===== src/rtl/uart_tx_buffer_pkg.sv =====
// Shared definitions for the UART transmit buffer: FSM encoding, data width
// and the inter-frame gap defaults for each supported baud rate.
package uart_tx_buffer_pkg;

    localparam int DATA_W = 8;

    typedef enum logic [1:0] {
        ST_IDLE = 2'd0,
        ST_REQ  = 2'd1,
        ST_BUSY = 2'd2,
        ST_GAP  = 2'd3
    } tx_state_e;

    typedef enum logic [1:0] {
        BAUD_9600   = 2'd0,
        BAUD_19200  = 2'd1,
        BAUD_57600  = 2'd2,
        BAUD_115200 = 2'd3
    } baud_sel_e;

    // Gap must exceed three bclk periods so the transmitter's ready edge
    // detector sees tx_ready low long enough between frames.
    localparam int GAP_9600   = 32768;
    localparam int GAP_19200  = 16384;
    localparam int GAP_57600  = 8192;
    localparam int GAP_115200 = 4096;

    function automatic int gap_cycles_for(input baud_sel_e sel);
        int gap;
        case (sel)
            BAUD_9600:   gap = GAP_9600;
            BAUD_19200:  gap = GAP_19200;
            BAUD_57600:  gap = GAP_57600;
            BAUD_115200: gap = GAP_115200;
            default:     gap = GAP_9600;
        endcase
        return gap;
    endfunction

endpackage


===== src/rtl/uart_tx_buffer_sync_fifo.sv =====
// Byte FIFO with registered occupancy flags and a sticky overflow flag.
// Full is judged on the registered count, i.e. before any same-cycle pop.
module sync_fifo
    import uart_tx_buffer_pkg::*;
#(
    parameter int DEPTH  = 16,
    parameter int ADDR_W = 4
) (
    input  logic              clk,
    input  logic              rst,
    input  logic              wr_en,
    input  logic [DATA_W-1:0] wr_data,
    input  logic              rd_en,
    output logic [DATA_W-1:0] rd_data,
    input  logic              ovf_clr,
    output logic              full,
    output logic              empty,
    output logic [ADDR_W:0]   count,
    output logic              overflow
);

    logic [DATA_W-1:0] mem_q [DEPTH];
    logic [DATA_W-1:0] mem_d [DEPTH];
    logic [ADDR_W-1:0] wr_ptr_q, wr_ptr_d;
    logic [ADDR_W-1:0] rd_ptr_q, rd_ptr_d;
    logic [ADDR_W:0]   count_q, count_d;
    logic              full_q, full_d;
    logic              empty_q, empty_d;
    logic              ovf_q, ovf_d;
    logic              push_s, pop_s;

    // Next-state for storage, pointers, occupancy and the sticky overflow flag.
    always_comb begin
        push_s   = wr_en & ~full_q;
        pop_s    = rd_en & ~empty_q;
        mem_d    = mem_q;
        wr_ptr_d = wr_ptr_q;
        rd_ptr_d = rd_ptr_q;

        if (push_s) begin
            mem_d[wr_ptr_q] = wr_data;
            wr_ptr_d        = wr_ptr_q + ADDR_W'(1);
        end else begin
            wr_ptr_d = wr_ptr_q;
        end

        if (pop_s) begin
            rd_ptr_d = rd_ptr_q + ADDR_W'(1);
        end else begin
            rd_ptr_d = rd_ptr_q;
        end

        case ({push_s, pop_s})
            2'b10:   count_d = count_q + (ADDR_W+1)'(1);
            2'b01:   count_d = count_q - (ADDR_W+1)'(1);
            default: count_d = count_q;
        endcase

        full_d  = (count_d == (ADDR_W+1)'(DEPTH));
        empty_d = (count_d == (ADDR_W+1)'(0));

        // A dropped write sets the flag even if a clear arrives together.
        if (wr_en && full_q) begin
            ovf_d = 1'b1;
        end else if (ovf_clr) begin
            ovf_d = 1'b0;
        end else begin
            ovf_d = ovf_q;
        end
    end

    // FIFO state registers with asynchronous clear.
    always_ff @(posedge clk or negedge rst) begin
        if (!rst) begin
            for (int i = 0; i < DEPTH; i++) begin
                mem_q[i] <= {DATA_W{1'b0}};
            end
            wr_ptr_q <= {ADDR_W{1'b0}};
            rd_ptr_q <= {ADDR_W{1'b0}};
            count_q  <= {(ADDR_W+1){1'b0}};
            full_q   <= 1'b0;
            empty_q  <= 1'b1;
            ovf_q    <= 1'b0;
        end else begin
            mem_q    <= mem_d;
            wr_ptr_q <= wr_ptr_d;
            rd_ptr_q <= rd_ptr_d;
            count_q  <= count_d;
            full_q   <= full_d;
            empty_q  <= empty_d;
            ovf_q    <= ovf_d;
        end
    end

    assign rd_data  = mem_q[rd_ptr_q];
    assign full     = full_q;
    assign empty    = empty_q;
    assign count    = count_q;
    assign overflow = ovf_q;

endmodule


===== src/rtl/uart_tx_buffer.sv =====
// Transmit front end: host FIFO, tx_status synchroniser and the
// request/busy/gap handshake FSM feeding the UART transmitter.
module uart_tx_buffer
    import uart_tx_buffer_pkg::*;
#(
    parameter int DEPTH      = 16,
    parameter int ADDR_W     = 4,
    parameter int GAP_CYCLES = gap_cycles_for(BAUD_9600)
) (
    input  logic              clk,
    input  logic              rst,
    input  logic              wr_en,
    input  logic [DATA_W-1:0] wr_data,
    output logic              full,
    output logic              empty,
    output logic [ADDR_W:0]   count,
    output logic              overflow,
    input  logic              ovf_clr,
    input  logic              tx_status,
    output logic              tx_ready,
    output logic [DATA_W-1:0] tx_byte
);

    localparam int              GAP_W    = $clog2(GAP_CYCLES + 1);
    localparam logic [GAP_W-1:0] GAP_LOAD = GAP_W'(GAP_CYCLES - 1);

    logic              sync1_q, sync1_d;
    logic              stat_q, stat_d;
    logic              stat_s;
    tx_state_e         state_q, state_d;
    logic [GAP_W-1:0]  gap_q, gap_d;
    logic [DATA_W-1:0] tx_byte_q, tx_byte_d;
    logic              tx_ready_q, tx_ready_d;
    logic              pop_s;
    logic              fifo_empty_s;
    logic [DATA_W-1:0] fifo_rd_data_s;

    sync_fifo #(
        .DEPTH  (DEPTH),
        .ADDR_W (ADDR_W)
    ) u_fifo (
        .clk      (clk),
        .rst      (rst),
        .wr_en    (wr_en),
        .wr_data  (wr_data),
        .rd_en    (pop_s),
        .rd_data  (fifo_rd_data_s),
        .ovf_clr  (ovf_clr),
        .full     (full),
        .empty    (fifo_empty_s),
        .count    (count),
        .overflow (overflow)
    );

    // Two-stage synchroniser path for the bclk-domain busy flag.
    always_comb begin
        sync1_d = tx_status;
        stat_d  = sync1_q;
    end

    assign stat_s = stat_q;

    // Handshake FSM: pop on IDLE->REQ, hold until busy, wait out the frame and gap.
    always_comb begin
        state_d   = state_q;
        gap_d     = gap_q;
        tx_byte_d = tx_byte_q;
        pop_s     = 1'b0;

        case (state_q)
            ST_IDLE: begin
                if (!fifo_empty_s && !stat_s) begin
                    pop_s     = 1'b1;
                    tx_byte_d = fifo_rd_data_s;
                    state_d   = ST_REQ;
                end else begin
                    state_d = ST_IDLE;
                end
            end
            ST_REQ: begin
                if (stat_s) begin
                    state_d = ST_BUSY;
                end else begin
                    state_d = ST_REQ;
                end
            end
            ST_BUSY: begin
                if (!stat_s) begin
                    gap_d   = GAP_LOAD;
                    state_d = ST_GAP;
                end else begin
                    state_d = ST_BUSY;
                end
            end
            ST_GAP: begin
                if (gap_q == GAP_W'(0)) begin
                    state_d = ST_IDLE;
                end else begin
                    gap_d = gap_q - GAP_W'(1);
                end
            end
            default: begin
                state_d = ST_IDLE;
            end
        endcase

        tx_ready_d = (state_d == ST_REQ);
    end

    // Control registers; reset drops tx_ready immediately, even mid-frame.
    always_ff @(posedge clk or negedge rst) begin
        if (!rst) begin
            sync1_q    <= 1'b0;
            stat_q     <= 1'b0;
            state_q    <= ST_IDLE;
            gap_q      <= {GAP_W{1'b0}};
            tx_byte_q  <= {DATA_W{1'b0}};
            tx_ready_q <= 1'b0;
        end else begin
            sync1_q    <= sync1_d;
            stat_q     <= stat_d;
            state_q    <= state_d;
            gap_q      <= gap_d;
            tx_byte_q  <= tx_byte_d;
            tx_ready_q <= tx_ready_d;
        end
    end

    assign empty    = fifo_empty_s;
    assign tx_ready = tx_ready_q;
    assign tx_byte  = tx_byte_q;

endmodule


===== config.mk =====
export PLATFORM = sky130hd
export DESIGN_NAME = uart_tx_buffer
export DESIGN_NICKNAME = d
export VERILOG_FILES = /design/src/rtl/uart_tx_buffer_pkg.sv /design/src/rtl/uart_tx_buffer_sync_fifo.sv /design/src/rtl/uart_tx_buffer.sv
export SDC_FILE = /design/constraint.sdc
export NUM_CORES = 1
export LEC_CHECK = 0
export BUFFER_PORTS_ARGS = -buffer_cell sky130_fd_sc_hd__clkbuf_2
export CAP_MARGIN = 0
export CORE_ASPECT_RATIO = 1.25
export CORE_UTILIZATION = 60
export CTS_CLUSTER_DIAMETER = 150
export DETAILED_ROUTE_END_ITERATION = 10
export PLACE_DENSITY = 0.75
export SLEW_MARGIN = 20
export SYNTH_ARGS = -nofsm -noshare
export SYNTH_HDL_FRONTEND = slang
export SYNTH_SLANG_ARGS = --single-unit
export TNS_END_PERCENT = 10

===== constraint.sdc =====
create_clock -name clk -period 5.5 [get_ports clk]
set_input_delay 0.275 -clock clk [delete_from_list [all_inputs] [get_ports clk]]
set_output_delay 0.275 -clock clk [all_outputs]
set_load 0.05 [all_outputs]

[Yosys cells after proc, flatten, opt, wreduce, memory -nomap -nowiden]
Index checks and enable logic that the tools add are counted.
Word-level totals
  output and inout port bits: 17
  register bits after elaboration: 173
Operators by class
  equal/unequal tests: 9
  order comparisons: 3
  muxes and demuxes: 19
  reduce and logical (&&, ||, !) cells: 12
  bitwise operators: 6
  add/subtract/negate cells: 5
Operators with widths (count)
  bitwise mux 128 bit: 1
  binary-select mux 8 bit (select 4 bit): 1
  demux 8 bit (select 4 bit): 1
  two-way mux 16 bit: 2
  case mux 16 bit (2 select lines): 1
  two-way mux 8 bit: 3
  logical NOT 16 bit: 1
  subtractor 16 x 1 -> 16 bit (second input constant): 1
  greater-or-equal comparator 5 bit (second input constant): 2
  NOT 4 -> 5 bit: 2
  case mux 5 bit (2 select lines): 1
  adder 4 x 1 -> 4 bit (second input constant): 2
  case mux 2 bit (4 select lines): 1
  equality test 2 x 1 -> 1 bit (second input constant): 3
  equality test 2 bit (second input constant): 3
  two-way mux 1 bit: 6
  adder 5 x 1 -> 5 bit (second input constant): 1
  equality test 5 bit (second input constant): 1
  logical NOT 5 bit: 1
  less-than comparator 5 x 1 -> 1 bit (second input constant): 1
  subtractor 5 x 1 -> 5 bit (second input constant): 1
  two-way mux 2 bit: 2
  inequality test 2 bit (second input constant): 2
  nonzero test 2 bit: 2
  7 further kinds: 12

[Depth between registers and ports, before layout]
Gate-level depths: netlist of run 1.
  word-level depth: 8
  gate-level depth with buffers: 9

[Hierarchy]
From an unflattened synthesis of run 1, not the netlist that was laid out.
Unflattened totals
  cell total of the unflattened synthesis: 552
  area total of the unflattened synthesis: 8191.6 sq um
Modules (own cells, without submodules)
  sync_fifo: instances 1, area each 6767.7 sq um, cells each 417, seq. area each 3604.7 sq um
  uart_tx_buffer: instances 1, area each 1423.9 sq um, cells each 135, seq. area each 725.7 sq um

[Least setup slack after synthesis of run 1]
Ideal clock, no wire load.
  path type: register to register
  start point: register u_fifo.full_q (netlist: u_fifo.full)
  end point: register u_fifo.empty_q (netlist: u_fifo.empty)
  data required time: 5.404 ns
  path slack: 2.660 ns
  setup time: 0.096 ns
  path buffers: 1
  cell stages (with the launch flop): 10
  arrival time: 2.743 ns
  clock period less this slack: 2.840 ns
  cells stage by stage: dfrtp_1 nor2b_1 clkbuf_1 inv_1 ha_1 fa_1 a21o_1 a2111oi_0 nand4b_1 nor4bb_1
Between the ends
  longest elaborated chain between the ends: 5
Ends and longest elaborated chain
  start, declared: line uart_tx_buffer_sync_fifo.sv:27  | logic full_q, full_d;
  start signal, assigned: line uart_tx_buffer_sync_fifo.sv:89  | full_q <= full_d;
  NOT 1 bit *: line uart_tx_buffer_sync_fifo.sv:34  | push_s = wr_en & ~full_q;
  AND 1 bit *: line uart_tx_buffer_sync_fifo.sv:34
  equality test 2 x 1 -> 1 bit / equality test 2 bit (equally long branches): line uart_tx_buffer_sync_fifo.sv:53  | case ({push_s, pop_s})
  case mux 5 bit (2 select lines) *: line uart_tx_buffer_sync_fifo.sv:53
  logical NOT 5 bit *: line uart_tx_buffer_sync_fifo.sv:60  | empty_d = (count_d == (ADDR_W+1)'(0));
  named net u_fifo.empty_d: line uart_tx_buffer_sync_fifo.sv:28  | logic empty_q, empty_d;
  end signal, assigned: line uart_tx_buffer_sync_fifo.sv:90  | empty_q <= empty_d;
  end, declared: line uart_tx_buffer_sync_fifo.sv:28
The timed path passes the listed nets; every way through them passes the cells marked *.
A chain may end at the register's enable or synchronous reset.

[Worst setup path in the final report of run 1]
  start point: register state_q[1]
  end point: register u_fifo.empty_q (netlist: u_fifo.empty)
Between the ends
  longest elaborated chain between the ends: 6
Ends and longest elaborated chain
  start, declared: line uart_tx_buffer.sv:30  | tx_state_e state_q, state_d;
  start signal, assigned: line uart_tx_buffer.sv:122  | state_q <= state_d;
  logical NOT 2 bit *: line uart_tx_buffer.sv:70  | case (state_q)
  two-way mux 1 bit *: line uart_tx_buffer.sv:70
  AND 1 bit *: line uart_tx_buffer_sync_fifo.sv:35  | pop_s = rd_en & ~empty_q;
  named net u_fifo.pop_s: line uart_tx_buffer_sync_fifo.sv:30  | logic push_s, pop_s;
  equality test 2 x 1 -> 1 bit / equality test 2 bit (equally long branches): line uart_tx_buffer_sync_fifo.sv:53
  case mux 5 bit (2 select lines) *: line uart_tx_buffer_sync_fifo.sv:53
  logical NOT 5 bit *: line uart_tx_buffer_sync_fifo.sv:60
  named net u_fifo.empty_d: line uart_tx_buffer_sync_fifo.sv:28
Marked as above.

==> results of run 1 <==
-- where the power goes --
group | internal, mW | switching, mW | total [mW]
Sequential | 1.84 | 0.409 | 2.25
Clock | 0.599 | 0.487 | 1.09
Combinational | 0.941 | 0.801 | 1.74
-- how the worst max path moves through the flow --
stage          cells after the start            to         from
6_report                           8  u_fifo.empty   state_q[1]
5_1_grt                            8  u_fifo.empty   state_q[1]
4_1_cts                            8  u_fifo.empty   state_q[1]
3_5_place_dp                       8  u_fifo.empty   state_q[1]
3_3_place_gp                       8  u_fifo.empty   state_q[1]
2_1_floorplan                      9  u_fifo.empty  u_fifo.full
-- registers in the layout, indices dropped and copies added (netlist names) --
register and cells:
u_fifo.empty 1, u_fifo.rd_ptr_q 4, tx_byte 8, u_fifo.wr_ptr_q 4, u_fifo.mem_q 128, state_q 2
tx_ready 1, gap_q 16, u_fifo.overflow 1, u_fifo.full 1, stat_q 1, stat_d 1
u_fifo.count 5
-- worst max-delay path: cells and delay by family, from the launching register on --
family,cells,cell delay (ns)
AO/OA/AOI/OAI,2,0.41
adder cells (fa/ha/maj),2,0.88
buffers and inverters,1,0.41
flip-flops,1,0.69
multiplexers,1,0.30
AND/OR/NAND/NOR,2,0.83
-- routing by layer --
layer | track usage | part of all wire | up-vias | wire length (um)
met5 | 0 | 0 | - | 0
met4 | 0.09336 | 0.017 | 0 | 296
met3 | 0.06377 | 0.050 | 27 | 852
met2 | 0.4394 | 0.52 | 125 | 8863
met1 | 0.3553 | 0.42 | 2654 | 7164
li1 | - | - | 2259 | -
-- through the flow --
stage | hold slack [ns] | worst slack [ns] | total power, mW
after detailed placement | 0.3561 | 1.921 | 4.015
after global placement | 0.3510 | 2.115 | 3.903
after global routing | 0.03521 | 1.527 | 5.354
after floorplan | -0.02059 | 2.660 | 3.555
after CTS | 0.01442 | 1.889 | 5.107
final | -0.04725 | 1.887 | 5.080
-- synth_stat cells, types with 5 or more instances --
cell      number
ha_1          10
xnor2_1        9
buf_2          6
mux2i_1       23
clkbuf_1      19
o21ai_0       12
nand4_1        9
or3_1          6
nand2_1       20
dfrtp_1      172
nand3_1       19
nor2_1        25
a21oi_1        7
inv_1         10
o22ai_1        5
or4_1          7
a21o_1         7
nor2b_1        7
mux2_2       131
nor3_1         8
mux4_2        29
-- cell families (layout without fill, tap and decap cells) --
kind of cell,count (synthesis),after routing
xor+xnor,9,9
simple gates,128,128
compound gates,49,49
buf+inv,40,76
fa+ha+maj,11,11
mux,183,183
flops,173,173
-- layout make-up --
class	instances	area, um^2	area share
clock inverters	10	65.06	0.007296
multi-input cells	380	3617	0.4056
inverters	11	41.29	0.004630
flip-flops and latches	173	4332	0.4858
clock buffers	22	464.2	0.05206
well taps	171	214.0	0.02399
repair buffers	33	183.9	0.02063
-- what timing repair did --
item	CTS	global route
buffers inserted	0	0
endpoints found under the hold margin	1	0
hold buffers	1	0
==> flow_metrics.tcl, run 1 <==
set metrics [dict create \
    hold_viol_final 12 \
    layout_commonest_cell "dfrtp_1" \
    antenna_found_initial 0 \
    route.detailed.drc 0 \
    cp_slowest_cell "dfrtp_1" \
    synth-compound-area-share 0.03908 \
    hp-class "in2async" \
    clkSinkCount 173 \
    drtAntennaViolNets 0 \
    grt_max_degree 109 \
    violations "negative hold slack" \
    dpl.hpwl_um 10880 \
    insertion_delay_ns 0.43 \
    yosysUniqueCellTypes 45 \
    clk_pin_slew_ns 0.06 \
    yosysWarningCount 0 \
    cts_tree "done" \
    layout_common_cells "dfrtp_1, mux2_2, mux4_2, clkbuf_2" \
    skew_ns 0.007579 \
    via_per_inst 6.331 \
    syn_area_per_cell_um2 13.66 \
    fp-row-count 47 \
    cts_root_buffer "clkbuf_16" \
    synthAdderAreaFrac 0.01792 \
    synth_edf_count 0 \
    cap_violations 0 \
    worst_pin_slew_ns 1.153 \
    p_per_area_nw_per_um2 569.7 \
    cp_cell_sequence "or4_1 > clkinv_1 > ha_1 > fa_1 > a21o_1 > a21oi_1 > mux2i_1 > nor4bb_1" \
    place_congestion 0.7942 \
    fin_crit_sh 0.6569 \
    dieArea_um2 13970 \
    dr.pass1.iters 5 \
    overflow 0 \
    synth_top_cell_area_share 0.5314 \
    cts_max_path_buffers 2 \
    holdWs_ns -0.04725 \
    cts_buffers 17 \
    grt_pass1_vias 5214 \
    grt_util_all_layers 0.2690 \
    drv_slew 0 \
    vias 5065 \
    ioPinCount 30 \
    critPathLaunchType "flop" \
    slowest_delay_ns 0.69 \
    synth_top_family_by_area "multiplexers" \
    htree_levels 4 \
    fillers 959 \
    area_growth_pct 10.09 \
    final_area_um2 8917 \
    finalSetupViolCount 0 \
    totalWireLength_um 17180 \
    critPathKind "reg2reg" \
    io_buffers 29 \
    fin_crit_ns 3.613 \
    stdcell_count 800 \
    endpoint_kind "flop" \
    critPathMaxFanout 18 \
    r2r_slack_ns 1.89 \
    place_area_um2 8378 \
    die_h_um 131.9 \
    ir_drop_mv 0.3527 \
    drtIter0Drc 295 \
    synth.area.top_cells "dfrtp_1, mux2_2, mux4_2" \
    core_um2 13230 \
    rsz0062_at_grt "no" \
    synthSimpleGateAreaFrac 0.08804 \
    finalSetupTns_ns 0 \
    synth-seq-area-share 0.5346 \
    synth_area_leader_cell "dfrtp_1" \
    r2r-start "state_q[1]" \
    synth_area_um2 8100 \
    synth_async_sr_flop_share 1.000 \
    ys_seq_elements 173 \
    start_util 0.6122 \
    p_leak_nw 3.809 \
    slew-limit-headroom 0.2285 \
    reg2reg_depth 8 \
    syn-num-nets 617 \
    fmax_mhz 276.8 \
    crit_arrival_ns 3.95 \
    postSynthCellCount 593 \
    fin_util 0.6739 \
    wl_per_cell_um 21.47 \
    finalNetCount 640 \
    synth.area.mux_share 0.2912 \
    die_x_um 105.9 \
    diodes 0 \
    status "complete, but fails checks" \
    drive_above_1_share 0.3657 \
    synth_flop_cell "dfrtp_1" \
    r2r_end "u_fifo.empty" \
    post-place-cells 767 \
    cp.required_ns 5.84 \
    grt_pass1_wl_um 28080 \
    ctsResizeCount 0 \
    synthXorXnorAreaFrac 0.009731 \
]
(Power assumes the default switching activity.)
==> inputs of run 2 (changes only) <==
Settings changed: CORE_UTILIZATION 60 to 56, PLACE_DENSITY 0.75 to 0.73.
Clock period 5.5 ns to 2.97 ns, I/O delays scaled along.
==> run 2 against run 1 <==
Compared with the run above: non-clock buffer count up 24; register-to-register slack got worse by 1.8 ns; sequential share of layout area shrank 1.7 points; worst setup slack lost 1.8 ns; critical path type unchanged; the flow now finishes without violations; hold slack improved by 0.24 ns; first-iteration DRC count down 12%; combinational power grew 93%; global-route usage shrank 0.98 points; clock power rose by 100%; routed wire length grew 1.5%.
==> flow_metrics.tcl, run 2 (synthesis gave the netlist of run 1 again) <==
set metrics [dict create \
    io_buffers 29 \
    cp.required_ns 3.31 \
    hp-class "in2reg" \
    dr.pass1.iters 6 \
    die_x_um 109.6 \
    vias 5160 \
    grt_util_all_layers 0.2592 \
    endpoint_kind "flop" \
    ir_drop_mv 0.6029 \
    place_congestion 0.8296 \
    r2r-start "stat_q" \
    drive_above_1_share 0.3896 \
    fp-row-count 48 \
    cts_tree "done" \
    antenna_found_initial 0 \
    diodes 0 \
    worst_pin_slew_ns 0.7849 \
    dieArea_um2 14950 \
    slew-limit-headroom 0.4767 \
    p_per_area_nw_per_um2 1053 \
    overflow 0 \
    clk_pin_slew_ns 0.07 \
    r2r_end "u_fifo.empty" \
    finalSetupViolCount 0 \
    drtIter0Drc 260 \
    fin_crit_ns 2.852 \
    htree_levels 4 \
    fin_crit_sh 0.9602 \
    p_leak_nw 3.992 \
    fmax_mhz 350.7 \
    insertion_delay_ns 0.43 \
    wl_per_cell_um 21.08 \
    critPathMaxFanout 7 \
    ioPinCount 30 \
    reg2reg_depth 8 \
    start_util 0.5789 \
    dpl.hpwl_um 11200 \
    route.detailed.drc 0 \
    die_h_um 136.5 \
    grt_pass1_wl_um 28020 \
    hp-start "wr_data[2]" \
    core_um2 13990 \
    cap_violations 0 \
    critPathLaunchType "flop" \
    stdcell_count 827 \
    crit_arrival_ns 3.19 \
    cts_max_path_buffers 2 \
    layout_common_cells "dfrtp_1, mux2_2, mux4_2, clkbuf_2, nor2_1" \
    largest_reg_flops 128 \
    hold-path-cell-count 2 \
    grt_pass1_vias 5281 \
    critPathKind "reg2reg" \
    layout_commonest_cell "dfrtp_1" \
    hold_viol_final 0 \
    area_growth_pct 13.96 \
    finalNetCount 664 \
    grt_max_degree 85 \
    cts_buffers 17 \
    totalWireLength_um 17430 \
    r2r_slack_ns 0.12 \
    drtAntennaViolNets 0 \
    post-place-cells 791 \
    holdWs_ns 0.1945 \
    clkSinkCount 173 \
    status "finished clean" \
    skew_ns 0.008676 \
    via_per_inst 6.239 \
    drv_slew 0 \
    top_register "u_fifo.mem_q" \
    cts_root_buffer "clkbuf_16" \
    hold_end "u_fifo.mem_q[58]" \
]
==> run 2: area by class of cell <==
class	instances	area (um^2)
sequential	173	4332
clock inverter	13	155.1
multi-input combinational	380	3636
clock buffer	18	439.2
tap	175	219.0
timing repair buffer	57	409.1
fill	1021	4762
inverter	11	41.29
==> run 2: metal layers <==
| layer | up-vias | share of wire | track usage |
|---|---|---|---|
| li1 | 2293 | - | - |
| met1 | 2769 | 0.43 | 0.3314 |
| met2 | 74 | 0.54 | 0.4465 |
| met3 | 24 | 0.023 | 0.04171 |
| met4 | 0 | 0.016 | 0.08815 |
| met5 | - | 0 | 0 |
==> run 2: where the power goes <==
group          internal, mW  switching (mW)
Sequential             3.41           0.732
Combinational          1.84            1.51
Clock                  1.28           0.956
==> run 2: timing repair <==
action | CTS | global route
hold endpoints to repair | 83 | 0
setup buffers | 0 | 1
hold buffers | 4 | 0
setup endpoints to repair | 1 | 1
resized for setup | 1 | 3
==> run 2: stage by stage <==
step / area [um^2] / setup WS, ns / setup TNS [ns] / util / power [mW]
finish: 9231 / 0.1182 / 0 / 0.6597 / 9.724
global route: 9231 / -0.05402 / -0.05402 / 0.6597 / 10.24
global placement: 8566 / 0.1838 / 0 / 0.6121 / 7.287
floorplan: 8100 / 0.1305 / 0 / - / 6.584
CTS: 9203 / 0.07801 / 0 / 0.6576 / 9.767
detailed placement: 8566 / 0.02626 / 0 / 0.6121 / 7.488
==> run 2: worst max path at each step <==
stage,from,to
after CTS,stat_q,u_fifo.empty
after floorplan,u_fifo.full,u_fifo.empty
after detailed placement,stat_q,u_fifo.empty
final,stat_q,u_fifo.empty
after global routing,stat_q,u_fifo.empty
after global placement,stat_q,u_fifo.empty
==> run 2: critical path, stage by stage (launching register included) <==
cell	delay, ns
dfrtp_1	0.44
or4_1	0.57
clkinv_1	0.09
ha_2	0.25
ha_1	0.29
a21o_1	0.23
a21oi_1	0.19
mux2i_1	0.34
nor4bb_4	0.36
==> inputs of run 3 (changes only) <==
Settings changed: CORE_UTILIZATION 56 to 60, PLACE_DENSITY 0.73 to 0.75.
Clock period 2.97 ns to 3.2 ns, I/O delays scaled along.
==> run 3 against run 2 <==
Compared with the run above: routed wire length is 0.98% higher; via count rose by 0.33%; sequential power shrank 8.0%; total power shrank 7.1%; hold slack gained 0.021 ns; sequential share of layout area is 0.35 points higher; first-iteration DRC count down 17%; sequential cell count is the same; count of clock-buffer cells in the layout up 4; largest power group unchanged.
==> flow_metrics.tcl, run 3 (synthesis gave the netlist of run 1 again) <==
set metrics [dict create \
    critPathMaxFanout 7 \
    cp_top_family "simple AND/OR/NAND/NOR gates" \
    overflow 0 \
    grt_max_degree 112 \
    core_um2 13230 \
    final-seq-area_um2 4332 \
    critPathLaunchType "flop" \
    finalSetupTns_ns 0 \
    place_congestion 0.8297 \
    cts_max_path_buffers 2 \
    stdcell_count 819 \
    hp-class "in2reg" \
    finalNetCount 659 \
    top_register "u_fifo.mem_q" \
    crit_arrival_ns 3.22 \
    post_cts_buffers 0 \
    worst_pin_slew_ns 1.083 \
    cp_cell_sequence "or4_1 > clkinv_1 > ha_2 > ha_1 > a21o_1 > a2111oi_0 > nand4b_1 > nor4bb_1" \
    cts_tree "done" \
    slowest_delay_ns 0.56 \
    worstPathBufferInverterCount 1 \
    place_ws_ns 0.3266 \
    cts_root_buffer "clkbuf_16" \
    grt_util_all_layers 0.2785 \
    skew_ns 0.006417 \
    fp-row-count 47 \
    fin_util 0.6925 \
    r2r-start "stat_q" \
    drtIter0Drc 215 \
    start_util 0.6122 \
    diodes 0 \
    finalSetupViolCount 0 \
    fillers 936 \
    drv_slew 0 \
    status "finished clean" \
    cp_slowest_cell "or4_1" \
    rsz0062_at_grt "no" \
    p_leak_nw 3.948 \
    antenna_found_initial 0 \
    clk_pin_slew_ns 0.06 \
    die_x_um 105.9 \
    clkSinkCount 173 \
    vias 5177 \
    layout_common_cells "dfrtp_1, mux2_2, mux4_2, clkbuf_2, nor2_1" \
    io_buffers 29 \
    layout_setup_ws_ns 0.3055 \
    route.detailed.drc 0 \
    slew-limit-headroom 0.2765 \
    insertion_delay_ns 0.43 \
    grt_pass1_vias 5355 \
    totalWireLength_um 17600 \
    endpoint_kind "flop" \
    via_per_inst 6.321 \
    dieArea_um2 13970 \
    dr.pass1.iters 5 \
    critPathKind "reg2reg" \
    cp.required_ns 3.53 \
    dpl.hpwl_um 11150 \
    grt_pass1_wl_um 29090 \
    wl_per_cell_um 21.49 \
    largest_reg_flops 128 \
    multi_input_area_um2 3615 \
    fin_crit_sh 0.9045 \
    drtAntennaViolNets 0 \
    cts_buffers 17 \
    htree_levels 4 \
    area_growth_pct 13.11 \
    fmax_mhz 345.5 \
    die_h_um 131.9 \
    hold_viol_final 0 \
    critPathLaunch "stat_q" \
    fin_crit_ns 2.894 \
    hp-start "wr_data[6]" \
    final_area_um2 9163 \
    post-place-cells 783 \
    place_area_um2 8506 \
    drive_above_1_share 0.3812 \
    ir_drop_mv 0.6341 \
    p_per_area_nw_per_um2 985.9 \
    cap_violations 0 \
    layout_commonest_cell "dfrtp_1" \
    ioPinCount 30 \
]
[run 3: power by group]
part / internal [mW] / switching [mW] / total, mW
clock network: 1.24 / 0.862 / 2.11
registers: 3.17 / 0.650 / 3.82
logic: 1.66 / 1.45 / 3.11
total: 6.07 / 2.96 / 9.03
[run 3: routing by layer]
layer | GRT usage | share of wire | wire [um]
met5 | 0 | 0 | 0
met4 | 0.1335 | 0.029 | 507
met3 | 0.04449 | 0.034 | 605
met2 | 0.4481 | 0.50 | 8862
met1 | 0.3725 | 0.43 | 7625
[run 3: path summary, 6_finish.rpt]
| path | to | slack, ns | cells after the start |
|---|---|---|---|
| max in group asynchronous | u_fifo.mem_q[35] | 1.95 | 3 |
| hold reg to reg | stat_q | 0.36 | 0 |
| setup reg to reg | u_fifo.empty | 0.31 | 8 |
| min in group asynchronous | gap_q[9] | 0.38 | 2 |
| setup / recovery | u_fifo.empty | 0.31 | 8 |
| hold / removal | u_fifo.mem_q[38] | 0.22 | 2 |
[run 3: worst reg2reg max path, cell delays in order, from the launching register on]
cell and delay (ns):
dfrtp_1 0.44, or4_1 0.56, clkinv_1 0.10, ha_2 0.27, ha_1 0.29, a21o_1 0.22, a2111oi_0 0.45, nand4b_1 0.22
nor4bb_1 0.26
[run 3: stage by stage]
step / total power [mW] / hold slack [ns]
6_report: 9.033 / 0.2154
5_1_grt: 9.526 / 0.2364
4_1_cts: 9.082 / 0.2003
3_5_place_dp: 6.927 / 0.2754
3_3_place_gp: 6.725 / 0.2715
2_1_floorplan: 6.110 / -0.1356
[run 3: timing repair]
action                     4_1_cts  5_1_grt
hold endpoints to repair       111        0
setup endpoints to repair        0        1
hold buffers                     4        0
gates resized for setup          0        1
[run 3: final cells by class]
type                       count  share of cell area
sequential                   173              0.4728
multi-input combinational    380              0.3945
clock buffer                  22             0.05285
timing repair buffer          52             0.03810
tap                          171             0.02335
clock inverter                10             0.01393
inverter                      11            0.004506
